===== config.mk =====
export PLATFORM = sky130hd
export DESIGN_NAME = fifo_sync_flex
export DESIGN_NICKNAME = d
export VERILOG_FILES = /design/src/rtl/fifo_pkg.sv /design/src/rtl/fifo_mem_dp.sv /design/src/rtl/fifo_sync_flex.sv
export SDC_FILE = /design/constraint.sdc
export NUM_CORES = 1
export LEC_CHECK = 0
export ABC_AREA = 1
export CAP_MARGIN = 20
export CORE_ASPECT_RATIO = 1.4
export CORE_MARGIN = 2
export CORE_UTILIZATION = 45
export DETAILED_ROUTE_END_ITERATION = 8
export PLACE_DENSITY = 0.63
export SLEW_MARGIN = 20
export SYNTH_ARGS = -nofsm -noshare
export SYNTH_HDL_FRONTEND = slang
export SYNTH_SLANG_ARGS = --single-unit

===== constraint.sdc =====
create_clock -name clk -period 4.8 [get_ports clk]
set_clock_uncertainty 0.15 [all_clocks]
set_input_delay 0.72 -clock clk [delete_from_list [all_inputs] [get_ports clk]]
set_output_delay 0.72 -clock clk [all_outputs]
set_load 0.02 [all_outputs]

===== src/rtl/fifo_pkg.sv =====
// Shared definitions for the fifo_sync_flex family.
//   ptr_w()          : pointer width for a given depth (index bits + wrap bit)
//   is_pow2()        : power-of-two test used by the elaboration checks
//   FIFO_MODE_*      : read-mode selector values for the FWFT parameter
//   FIFO_ELAB_CHECK  : elaboration-time parameter range assertion
`ifndef FIFO_PKG_MACROS_SV
`define FIFO_PKG_MACROS_SV
`define FIFO_ELAB_CHECK(lbl, cond, msg) \
  if (!(cond)) begin : lbl \
    $error(msg); \
  end
`endif

package fifo_pkg;

  localparam int unsigned FIFO_MODE_REG  = 0;
  localparam int unsigned FIFO_MODE_FWFT = 1;

  function automatic int unsigned ptr_w(input int unsigned depth);
    return $clog2(depth) + 1;
  endfunction

  function automatic bit is_pow2(input int unsigned v);
    return (v != 0) && ((v & (v - 1)) == 0);
  endfunction

endpackage


===== src/rtl/fifo_mem_dp.sv =====
// WIDTH x DEPTH storage array for fifo_sync_flex. No reset.
//   clk     : write clock
//   wr_en   : write strobe, wr_data stored at wr_addr on the rising edge
//   wr_addr : write index
//   wr_data : write word
//   rd_addr : read index
//   rd_data : asynchronous read of mem[rd_addr]
module fifo_mem_dp #(
  parameter int unsigned WIDTH = 16,
  parameter int unsigned DEPTH = 32
) (
  input  logic                     clk,
  input  logic                     wr_en,
  input  logic [$clog2(DEPTH)-1:0] wr_addr,
  input  logic [WIDTH-1:0]         wr_data,
  input  logic [$clog2(DEPTH)-1:0] rd_addr,
  output logic [WIDTH-1:0]         rd_data
);

  logic [WIDTH-1:0] mem_q [DEPTH];

  always_ff @(posedge clk) begin
    if (wr_en) begin
      mem_q[wr_addr] <= wr_data;
    end
  end

  always_comb begin
    rd_data = mem_q[rd_addr];
  end

endmodule


===== src/rtl/fifo_sync_flex.sv =====
// Single-clock FIFO with selectable read mode (registered / FWFT),
// programmable almost-full / almost-empty thresholds, occupancy count and
// single-cycle overflow / underflow pulses.
//   clk, rst      : rising-edge clock, asynchronous active-high reset
//   wr_en/wr_data : write request and word; dropped while full
//   full          : no free entry
//   almost_full   : count >= AFULL_TH
//   overflow      : one cycle after a write requested while full
//   rd_en         : read request (FWFT: acknowledge the presented word)
//   rd_data       : read word (registered mode: cycle after accept)
//   empty         : no readable word
//   almost_empty  : count <= AEMPTY_TH
//   underflow     : one cycle after a read requested while empty
//   count         : occupancy, 0..DEPTH
module fifo_sync_flex
  import fifo_pkg::*;
#(
  parameter int unsigned WIDTH     = 16,
  parameter int unsigned DEPTH     = 32,
  parameter int unsigned FWFT      = FIFO_MODE_REG,
  parameter int unsigned AFULL_TH  = DEPTH - 2,
  parameter int unsigned AEMPTY_TH = 2
) (
  input  logic                   clk,
  input  logic                   rst,
  input  logic                   wr_en,
  input  logic [WIDTH-1:0]       wr_data,
  output logic                   full,
  output logic                   almost_full,
  output logic                   overflow,
  input  logic                   rd_en,
  output logic [WIDTH-1:0]       rd_data,
  output logic                   empty,
  output logic                   almost_empty,
  output logic                   underflow,
  output logic [$clog2(DEPTH):0] count
);

  localparam int unsigned PTR_W = ptr_w(DEPTH);
  localparam int unsigned AW    = PTR_W - 1;

  localparam logic [PTR_W-1:0] AFULL_C  = PTR_W'(AFULL_TH);
  localparam logic [PTR_W-1:0] AEMPTY_C = PTR_W'(AEMPTY_TH);

  `FIFO_ELAB_CHECK(g_chk_width, WIDTH >= 1, "fifo_sync_flex: WIDTH must be >= 1")
  `FIFO_ELAB_CHECK(g_chk_depth, is_pow2(DEPTH) && DEPTH >= 2, "fifo_sync_flex: DEPTH must be a power of two >= 2")
  `FIFO_ELAB_CHECK(g_chk_mode, FWFT <= FIFO_MODE_FWFT, "fifo_sync_flex: FWFT must be 0 or 1")
  `FIFO_ELAB_CHECK(g_chk_afull, AFULL_TH >= 1 && AFULL_TH <= DEPTH, "fifo_sync_flex: AFULL_TH out of range 1..DEPTH")
  `FIFO_ELAB_CHECK(g_chk_aempty, AEMPTY_TH <= DEPTH - 1, "fifo_sync_flex: AEMPTY_TH out of range 0..DEPTH-1")

  logic [PTR_W-1:0] wr_ptr_q, wr_ptr_d;
  logic [PTR_W-1:0] rd_ptr_q, rd_ptr_d;
  logic             overflow_q, overflow_d;
  logic             underflow_q, underflow_d;
  logic             wr_accept, rd_accept;
  logic [WIDTH-1:0] mem_rd_data;

  // Wrap bit distinguishes full from empty when the index bits coincide.
  always_comb begin
    empty        = (wr_ptr_q == rd_ptr_q);
    full         = (wr_ptr_q[AW] != rd_ptr_q[AW]) &&
                   (wr_ptr_q[AW-1:0] == rd_ptr_q[AW-1:0]);
    count        = wr_ptr_q - rd_ptr_q;
    almost_full  = (count >= AFULL_C);
    almost_empty = (count <= AEMPTY_C);
    overflow     = overflow_q;
    underflow    = underflow_q;
  end

  always_comb begin
    wr_accept   = wr_en && !full;
    rd_accept   = rd_en && !empty;
    wr_ptr_d    = wr_ptr_q;
    rd_ptr_d    = rd_ptr_q;
    if (wr_accept) wr_ptr_d = wr_ptr_q + 1'b1;
    if (rd_accept) rd_ptr_d = rd_ptr_q + 1'b1;
    overflow_d  = wr_en && full;
    underflow_d = rd_en && empty;
  end

  always_ff @(posedge clk or posedge rst) begin
    if (rst) begin
      wr_ptr_q    <= '0;
      rd_ptr_q    <= '0;
      overflow_q  <= 1'b0;
      underflow_q <= 1'b0;
    end else begin
      wr_ptr_q    <= wr_ptr_d;
      rd_ptr_q    <= rd_ptr_d;
      overflow_q  <= overflow_d;
      underflow_q <= underflow_d;
    end
  end

  fifo_mem_dp #(
    .WIDTH (WIDTH),
    .DEPTH (DEPTH)
  ) u_mem (
    .clk     (clk),
    .wr_en   (wr_accept),
    .wr_addr (wr_ptr_q[AW-1:0]),
    .wr_data (wr_data),
    .rd_addr (rd_ptr_q[AW-1:0]),
    .rd_data (mem_rd_data)
  );

  if (FWFT == FIFO_MODE_FWFT) begin : g_fwft
    // Head word is shown directly; forced to zero while empty so the
    // output reads as the reset value when nothing is stored.
    always_comb begin
      rd_data = empty ? '0 : mem_rd_data;
    end
  end else begin : g_reg
    logic [WIDTH-1:0] rd_data_q, rd_data_d;

    always_comb begin
      rd_data_d = rd_data_q;
      if (rd_accept) rd_data_d = mem_rd_data;
    end

    always_ff @(posedge clk or posedge rst) begin
      if (rst) begin
        rd_data_q <= '0;
      end else begin
        rd_data_q <= rd_data_d;
      end
    end

    always_comb begin
      rd_data = rd_data_q;
    end
  end

endmodule


* Yosys cells after proc, flatten, opt, wreduce, memory -nomap -nowiden
Memory sizes are Yosys's and may differ from the RTL's. A register that Yosys moved wholly into a read port is not among the register bits.
Index checks and enable logic that the tools add are counted.
W data, S select, Z words.
** Storage, ports and cells
- Flip-flop bits (word level) :: 14
- Latch bits :: 0
- RAM bits :: 512
- ROM bits :: 0
- Input port bits :: 20
- Output and inout bits :: 28
- Logic and storage cells :: 22
- Memories :: 1
** Operators by class
- $add $sub $neg :: 3
- $mul :: 0
- Div/mod/pow operators :: 0
- Order comparisons :: 2
- Equality and inequality tests :: 3
- Shift-type cells :: 0
- Mux-type cells :: 2
- Bitwise gates (word level) :: 0
- Reduce and logical (&&, ||, !) cells :: 7
** Memory list
- u_mem.mem_q :: words 32, width 16, read ports 1, clocked after memory_dff 1, write ports 1, RTL line fifo_mem_dp.sv:20 : logic [WIDTH-1:0] mem_q [DEPTH];
** Operators with widths (count)
- $add A6 B1 Y6 const B :: 2
- $eq A6 B6 Y1 :: 1
- $ge A6 B5 Y1 const B :: 1
- $le A6 B2 Y1 const B :: 1
- $sub A6 B6 Y6 :: 1
- $eq A5 B5 Y1 :: 1
- $logic_and A1 B1 Y1 :: 5
- $logic_not A1 Y1 :: 2
- $mux W1 :: 2
- $ne A1 B1 Y1 :: 1

* Longest topological paths before layout
Gate-level depths: netlist of the first run.
- Depth after elaboration :: 6
- Gate-level depth with buffers :: 13
- Mapped depth without buffers :: 10

* By module
Synthesis of the first run repeated with hierarchy kept, for this count alone.
** Second synthesis, totals
- Cell total of the unflattened synthesis :: 1997
- Area, all modules :: 22630.5 um^2
** Modules (own cells, without submodules)
- fifo_mem_dp :: instances 1, cells an instance 1778, area an instance 20981.4 um^2, seq. area each 15374.7 um^2
- fifo_sync_flex :: instances 1, cells an instance 219, area an instance 1649.1 um^2, seq. area each 750.7 um^2

* Worst setup path before layout of the first run
Ideal clock, no wire load.
- Kind :: register to output
- Start point :: register rd_ptr_q[2]
- End point :: output port almost_full
- Arrival :: 2.524 ns
- Required time :: 3.930 ns
- Slack :: 1.406 ns
- Stages on the path, launching flop included :: 12
- Buffers on the path :: 2
- Cell sequence :: dfrtp_1 > buf_2 > clkinv_1 > clkbuf_1 > ha_1 > nand2_1 > inv_1 > nand2_1 > nand2_1 > xor2_1 > nand3_1 > o21ai_0
** On the way
- Cells in the longest elaborated chain, start to end :: 2
** RTL lines
- start: declaration :: RTL line fifo_sync_flex.sv:52 : logic [PTR_W-1:0] rd_ptr_q, rd_ptr_d;
- start signal: assignment :: RTL line fifo_sync_flex.sv:89 : rd_ptr_q <= rd_ptr_d;
- $sub A6 B6 Y6 :: RTL line fifo_sync_flex.sv:63 : count = wr_ptr_q - rd_ptr_q;
- named net count[4] :: RTL line fifo_sync_flex.sv:36 : output logic [$clog2(DEPTH):0] count
- $ge A6 B5 Y1 :: RTL line fifo_sync_flex.sv:64 : almost_full = (count >= AFULL_C);
- end: declaration :: RTL line fifo_sync_flex.sv:29 : output logic almost_full,
The timed path passes the listed nets, and every way through them passes these cells.

* Worst setup path after layout of the first run
- Start point :: register wr_ptr_q[0]
- End point :: output port almost_full
** On the way
- Cells in the longest elaborated chain, start to end :: 2
** RTL lines
- start: declaration :: RTL line fifo_sync_flex.sv:51 : logic [PTR_W-1:0] wr_ptr_q, wr_ptr_d;
- start signal: assignment :: RTL line fifo_sync_flex.sv:88 : wr_ptr_q <= wr_ptr_d;
- $sub A6 B6 Y6 :: RTL line fifo_sync_flex.sv:63
- $ge A6 B5 Y1 :: RTL line fifo_sync_flex.sv:64
No other way between the ends.

==> flow_summary.toml, run 1 <==
[timing]
fin_hold_ws_ns = 0.325
slew_headroom = 0.278
fin_setup_tns_ns = 0
fmax_mhz = 245
min_period_ns = 4.08
setup_viol = 0
period_share = 0.850
finalHoldViolCount = 0
slew_violations = 0
worst_pin_slew_ns = 1.08
rsz0062_at_grt = "false"

[layout]
layout-drive-gt1-share = 0.0745
fin_nets = 2245
final_common_cell = "nand2_1"
seq_area_um2 = 16100
antennaDiodeCount = 0
final_cell_mix = "731 x nand2_1, 512 x edfxtp_1, 312 x nand3_1"
multi_input_area_um2 = 5590
final_area_um2 = 26100
fillers = 4383
area_growth_pct = 12.9

[global_route]
grt_pass1_wl_um = 90400
track_usage = 0.226
antenna_found_initial = 0
grt_start_max_net_pins = 174
grt_remaining_overflow = 0
grt_pass1_vias = 15100

[clock_tree]
cts_buffers = 50
clockBufferDepth = 3
clk_pin_slew_ns = 0.07
root_buffer = "clkbuf_16"
h-tree-depth = 2
clk_latency_ns = 0.58
cts_tree = "built"
cts_resized = 0
ctsHoldBuffers = 0
cts_sinks = 542
postCtsSetupBuffers = 0

[synth]
synth_cell_type_count = 33
synth_fa_ha_area_frac = 0.00628
syn_inst = 2158
dominantRegCellSynth = "edfxtp_1"
synth_top_family_by_area = "simple AND/OR/NAND/NOR gates"
synth-simple-area-share = 0.216
synth_xor_xnor_area_share = 0.00596
synth_nets = 2189
muxShareOfSynthArea = 0
yosysWarnings = 0
ys_seq_area_frac = 0.698
ys_async_sr_fraction = 0.0554
synth_edf_count = 512
syn_avg_cell_area_um2 = 10.7
synthesis.area_um2 = 23100
synth_compound_area_frac = 0.0132
ys_ff_latch = 542

[routing]
drtIter0Drc = 1242
via_per_inst = 5.25
wl_per_cell_um = 20.5
drtPass1Iterations = 5
totalWireLength_um = 59600
drc_errors = 0
detail-route-antenna-nets = 0
vias = 15300

[power_and_ir_drop]
total_power_mw = 15.6
p_int_mw = 9.60
pwr-share-comb = 0.371
clkPwrFrac = 0.259
switching_power_mw = 5.96
switching_share = 0.383
peakVddDrop_v = 0.000390
p_seq_frac = 0.370
power.density_nw_per_um2 = 596
p_leak_nw = 10.5

[setup_path]
worstPathArrival_ns = 3.21
startpoint_type = "flip-flop"
path_class = "reg2out"
required_ns = 3.93
regToRegSetupSlack_ns = 1.47
critPathMaxFanout = 6
cp-end-kind = "output pin"
reg2reg_to = "u_mem.mem_q[25][1]"
timing.rr.start = "rd_ptr_q[4]"
ff2ff_path_depth = 8

[placement]
placed_area_um2 = 24400
io_buffers = 47
gp_congestion = 0.842
dp_hpwl_um = 34300

[min_path]
worstHoldPathType = "reg2reg"
hold_end = "rd_data[6]"
hold_start = "rd_data[6]"
hold_depth = 2

[die]
rows = 98
die_area_um2 = 53200
coreArea_um2 = 50900
ios = 48
initial_utilization = 0.454
die_h_um = 272
dieWidth_um = 196

[outcome]
outcome = "completed"

[run]
maxCapViolations = 0
logic make-up after synthesis:
group                      count (synthesis)
adders and majority gates                 11
AOI/OAI and AO/OA                         58
DFF                                      542
buffers and inverters                    344
xor gates and xnor gates                  14
and+or+nand+nor                         1189
power by group through the flow:
stage / combinational [mW] / sequential, mW / clock (mW)
after floorplan: 3.71 / 5.87 / 0
after global placement: 5.73 / 5.85 / 0
after detailed placement: 5.80 / 5.86 / 0
after CTS: 5.82 / 5.77 / 4.08
after global routing: 6.35 / 5.79 / 4.26
final: 5.77 / 5.76 / 4.03
per-stage QoR:
step | cells | utilization | setup slack (ns)
6_report | 2905 | 0.513 | 0.719
5_1_grt | 2905 | 0.513 | 0.520
3_5_place_dp | 2812 | 0.480 | 1.30
2_1_floorplan | 2158 | - | 1.41
4_1_cts | 2905 | 0.513 | 0.674
3_3_place_gp | 2812 | 0.480 | 1.32
critical path, cell delays in order (launching register included):
cell,delay (ns)
dfrtp_1,0.47
inv_1,0.14
ha_1,0.17
inv_1,0.08
fa_1,0.41
nand2_1,0.09
nand2_1,0.06
xor2_1,0.30
nand3_1,0.11
o21ai_0,0.17
clkdlybuf4s50_1,0.63
synth_stat cells, types with 2 or more instances:
cell type / instances / area, um2
nand3_1: 312 / 1560
clkinv_1: 3 / 11.3
nor3_1: 3 / 15.0
o21ai_2: 2 / 17.5
xor2_1: 10 / 87.6
xor2_2: 2 / 32.5
dfrtp_1: 30 / 751
xnor2_1: 2 / 17.5
buf_2: 61 / 305
nor2_4: 3 / 33.8
edfxtp_1: 512 / 15400
o21ai_0: 18 / 90.1
nand2_1: 731 / 2740
nand2_8: 3 / 60.1
nand4_1: 3 / 18.8
nor2_1: 129 / 484
buf_1: 8 / 30.0
buf_6: 2 / 22.5
buf_4: 3 / 22.5
inv_2: 3 / 11.3
inv_1: 230 / 863
ha_1: 10 / 125
clkbuf_1: 33 / 124
a21oi_1: 36 / 180
area by class of cell:
| class | instances | area share |
|---|---|---|
| clock buffer | 72 | 0.0570 |
| clock inverter | 21 | 0.00672 |
| multi-input combinational | 1272 | 0.214 |
| timing repair buffer | 112 | 0.0380 |
| inverter | 236 | 0.0342 |
| tap | 650 | 0.0312 |
| sequential | 542 | 0.619 |
how the worst max path moves through the flow:
stage	start	cells past startpoint	slack, ns	to
floorplan	rd_ptr_q[2]	11	1.41	almost_full
global placement	wr_ptr_q[0]	10	1.32	almost_full
detailed placement	wr_ptr_q[0]	10	1.30	almost_full
CTS	wr_ptr_q[0]	10	0.67	almost_full
global route	wr_ptr_q[0]	10	0.52	almost_full
finish	wr_ptr_q[0]	10	0.72	almost_full
routing by layer:
layer	GRT usage	vias to the layer above	routed length (um)
met2	0.416	420	31600
met3	0.0269	96	2910
met5	0	-	0
met4	0.0693	0	1610
li1	-	7213	-
met1	0.277	7525	23500
state kept, by name, indices dropped and copies added (netlist names):
signal	count
overflow	1
rd_data	16
wr_ptr_q	6
u_mem.mem_q	512
rd_ptr_q	6
underflow	1
No activity file was read; power rests on OpenSTA's default activity.
==> run 2, diff against run 1 <==
--- a/config.mk
+++ b/config.mk
@@ -6,7 +6,6 @@
 export NUM_CORES = 1
 export LEC_CHECK = 0
 export ABC_AREA = 1
-export CAP_MARGIN = 20
 export CORE_ASPECT_RATIO = 1.4
 export CORE_MARGIN = 2
 export CORE_UTILIZATION = 45
==> results of run 2 <==
The final DEF is identical to that of run 1; final timing and power are the same.
==> run 3, diff against run 2 <==
--- a/config.mk
+++ b/config.mk
@@ -11,6 +11,7 @@
 export CORE_UTILIZATION = 45
 export DETAILED_ROUTE_END_ITERATION = 8
 export PLACE_DENSITY = 0.63
+export REMOVE_ABC_BUFFERS = 1
 export SLEW_MARGIN = 20
 export SYNTH_ARGS = -nofsm -noshare
 export SYNTH_HDL_FRONTEND = slang
==> run 3 against run 2 <==
  * Via count down 0.29%
  * Hold slack better by 0.0091 ns
  * Register-to-register slack worse by 0.06 ns
  * Maximum frequency down 0.83%
  * Final cell count down 0.48%
  * Sequential cell count unchanged
  * Largest cell class unchanged
  * Critical path depth up 1
  * Sequential share of layout area up 0.62 points
==> flow_summary.toml, run 3 (same netlist as run 1, synthesis figures left out) <==
[outcome]
outcome = "completed"

[global_route]
grt_start_max_net_pins = 200
grt_remaining_overflow = 0
grt_pass1_wl_um = 87300
grt_pass1_vias = 15100
antenna_found_initial = 2
track_usage = 0.218

[die]
initial_utilization = 0.454
coreArea_um2 = 50900
die_area_um2 = 53200
rows = 98
dieWidth_um = 196
ios = 48
die_h_um = 272

[timing]
finalHoldViolCount = 0
slew_violations = 0
min_period_ns = 4.11
rsz0062_at_grt = "false"
slew_headroom = 0.0671
period_share = 0.857
worst_pin_slew_ns = 1.40
setup_viol = 0
fmax_mhz = 243
fin_hold_ws_ns = 0.334

[layout]
antennaDiodeCount = 0
final_area_um2 = 25800
final_common_cell = "nand2_1"
area_growth_pct = 11.7
fin_nets = 2234
stdcell_count = 2891
final_cell_mix = "731 x nand2_1, 512 x edfxtp_1, 312 x nand3_1"
final_util = 0.507
largest_reg_flops = 512
max_flop_register = "u_mem.mem_q"
layout-drive-gt1-share = 0.0754

[setup_path]
worstPathArrival_ns = 3.24
required_ns = 3.93
startpoint_type = "flip-flop"
cp-end-kind = "output pin"
critPathMaxFanout = 18
path_class = "reg2out"

[clock_tree]
cts_resized = 0
postCtsSetupBuffers = 0
clk_latency_ns = 0.59
ctsHoldBuffers = 0
clk_pin_slew_ns = 0.07
cts_tree = "built"
h-tree-depth = 2
root_buffer = "clkbuf_16"
cts_sinks = 542
cts_buffers = 49
clockBufferDepth = 3

[power_and_ir_drop]
total_power_mw = 15.2
p_leak_nw = 10.3
peakVddDrop_v = 0.00111
power.density_nw_per_um2 = 589

[routing]
vias = 15200
totalWireLength_um = 58000
drtPass1Iterations = 6
wl_per_cell_um = 20.0
drc_errors = 0
via_per_inst = 5.26
detail-route-antenna-nets = 0
drtIter0Drc = 1236

[placement]
io_buffers = 47
placed_area_um2 = 24300
dp.cells = 2802
dp_hpwl_um = 33500
gp_congestion = 0.880

[min_path]
worstHoldPathType = "reg2reg"

[run]
maxCapViolations = 0
[run 3: routing by layer]
| metal | track usage | share of wire |
|---|---|---|
| met1 | 0.270 | 0.39 |
| met2 | 0.384 | 0.51 |
| met3 | 0.0310 | 0.066 |
| met4 | 0.0882 | 0.036 |
| met5 | 0 | 0.00057 |
[run 3: area by class of cell]
class / count / area [um2]
fill: 4375 / 25100
clock buffer: 70 / 1410
inverter: 236 / 893
tap: 650 / 813
multi-input combinational: 1272 / 5610
clock inverter: 19 / 118
timing repair buffer: 102 / 848
sequential: 542 / 16100
[run 3: final timing paths]
kind / to / startpoint / slack, ns / cells after the start
worst min register to register: rd_data[5] / rd_data[5] / 0.33 / 2
worst min-delay path: rd_data[5] / rd_data[5] / 0.33 / 2
worst max-delay path: almost_empty / rd_ptr_q[4] / 0.69 / 11
worst max register to register: rd_data[5] / rd_ptr_q[0] / 1.41 / 9
min in group asynchronous: rd_data[14] / rst / 0.41 / 3
max in group asynchronous: rd_ptr_q[0] / rst / 3.70 / 3
[run 3: critical path, cell delays in order (launching register included)]
cell	delay, ns
dfrtp_1	0.32
buf_4	0.28
clkinv_1	0.16
ha_1	0.43
nand2_1	0.11
inv_1	0.06
nand4_1	0.08
o211ai_1	0.13
xor2_1	0.28
inv_1	0.11
nor2_1	0.10
clkdlybuf4s50_1	0.60
[run 3: stage by stage]
stage | setup WS, ns | TNS [ns]
6_report | 0.685 | 0
5_1_grt | 0.545 | 0
4_1_cts | 0.739 | 0
3_5_place_dp | 1.38 | 0
3_3_place_gp | 1.36 | 0
2_1_floorplan | -4.47 | -1445.80
[run 3: report_power, final]
group	leakage (nW)	total, mW	switching (mW)	internal [mW]
Clock	0.754	3.78	1.69	2.09
Sequential	4.98	5.74	0.178	5.56
Combinational	4.60	5.70	3.97	1.73
Total	10.3	15.2	5.84	9.38
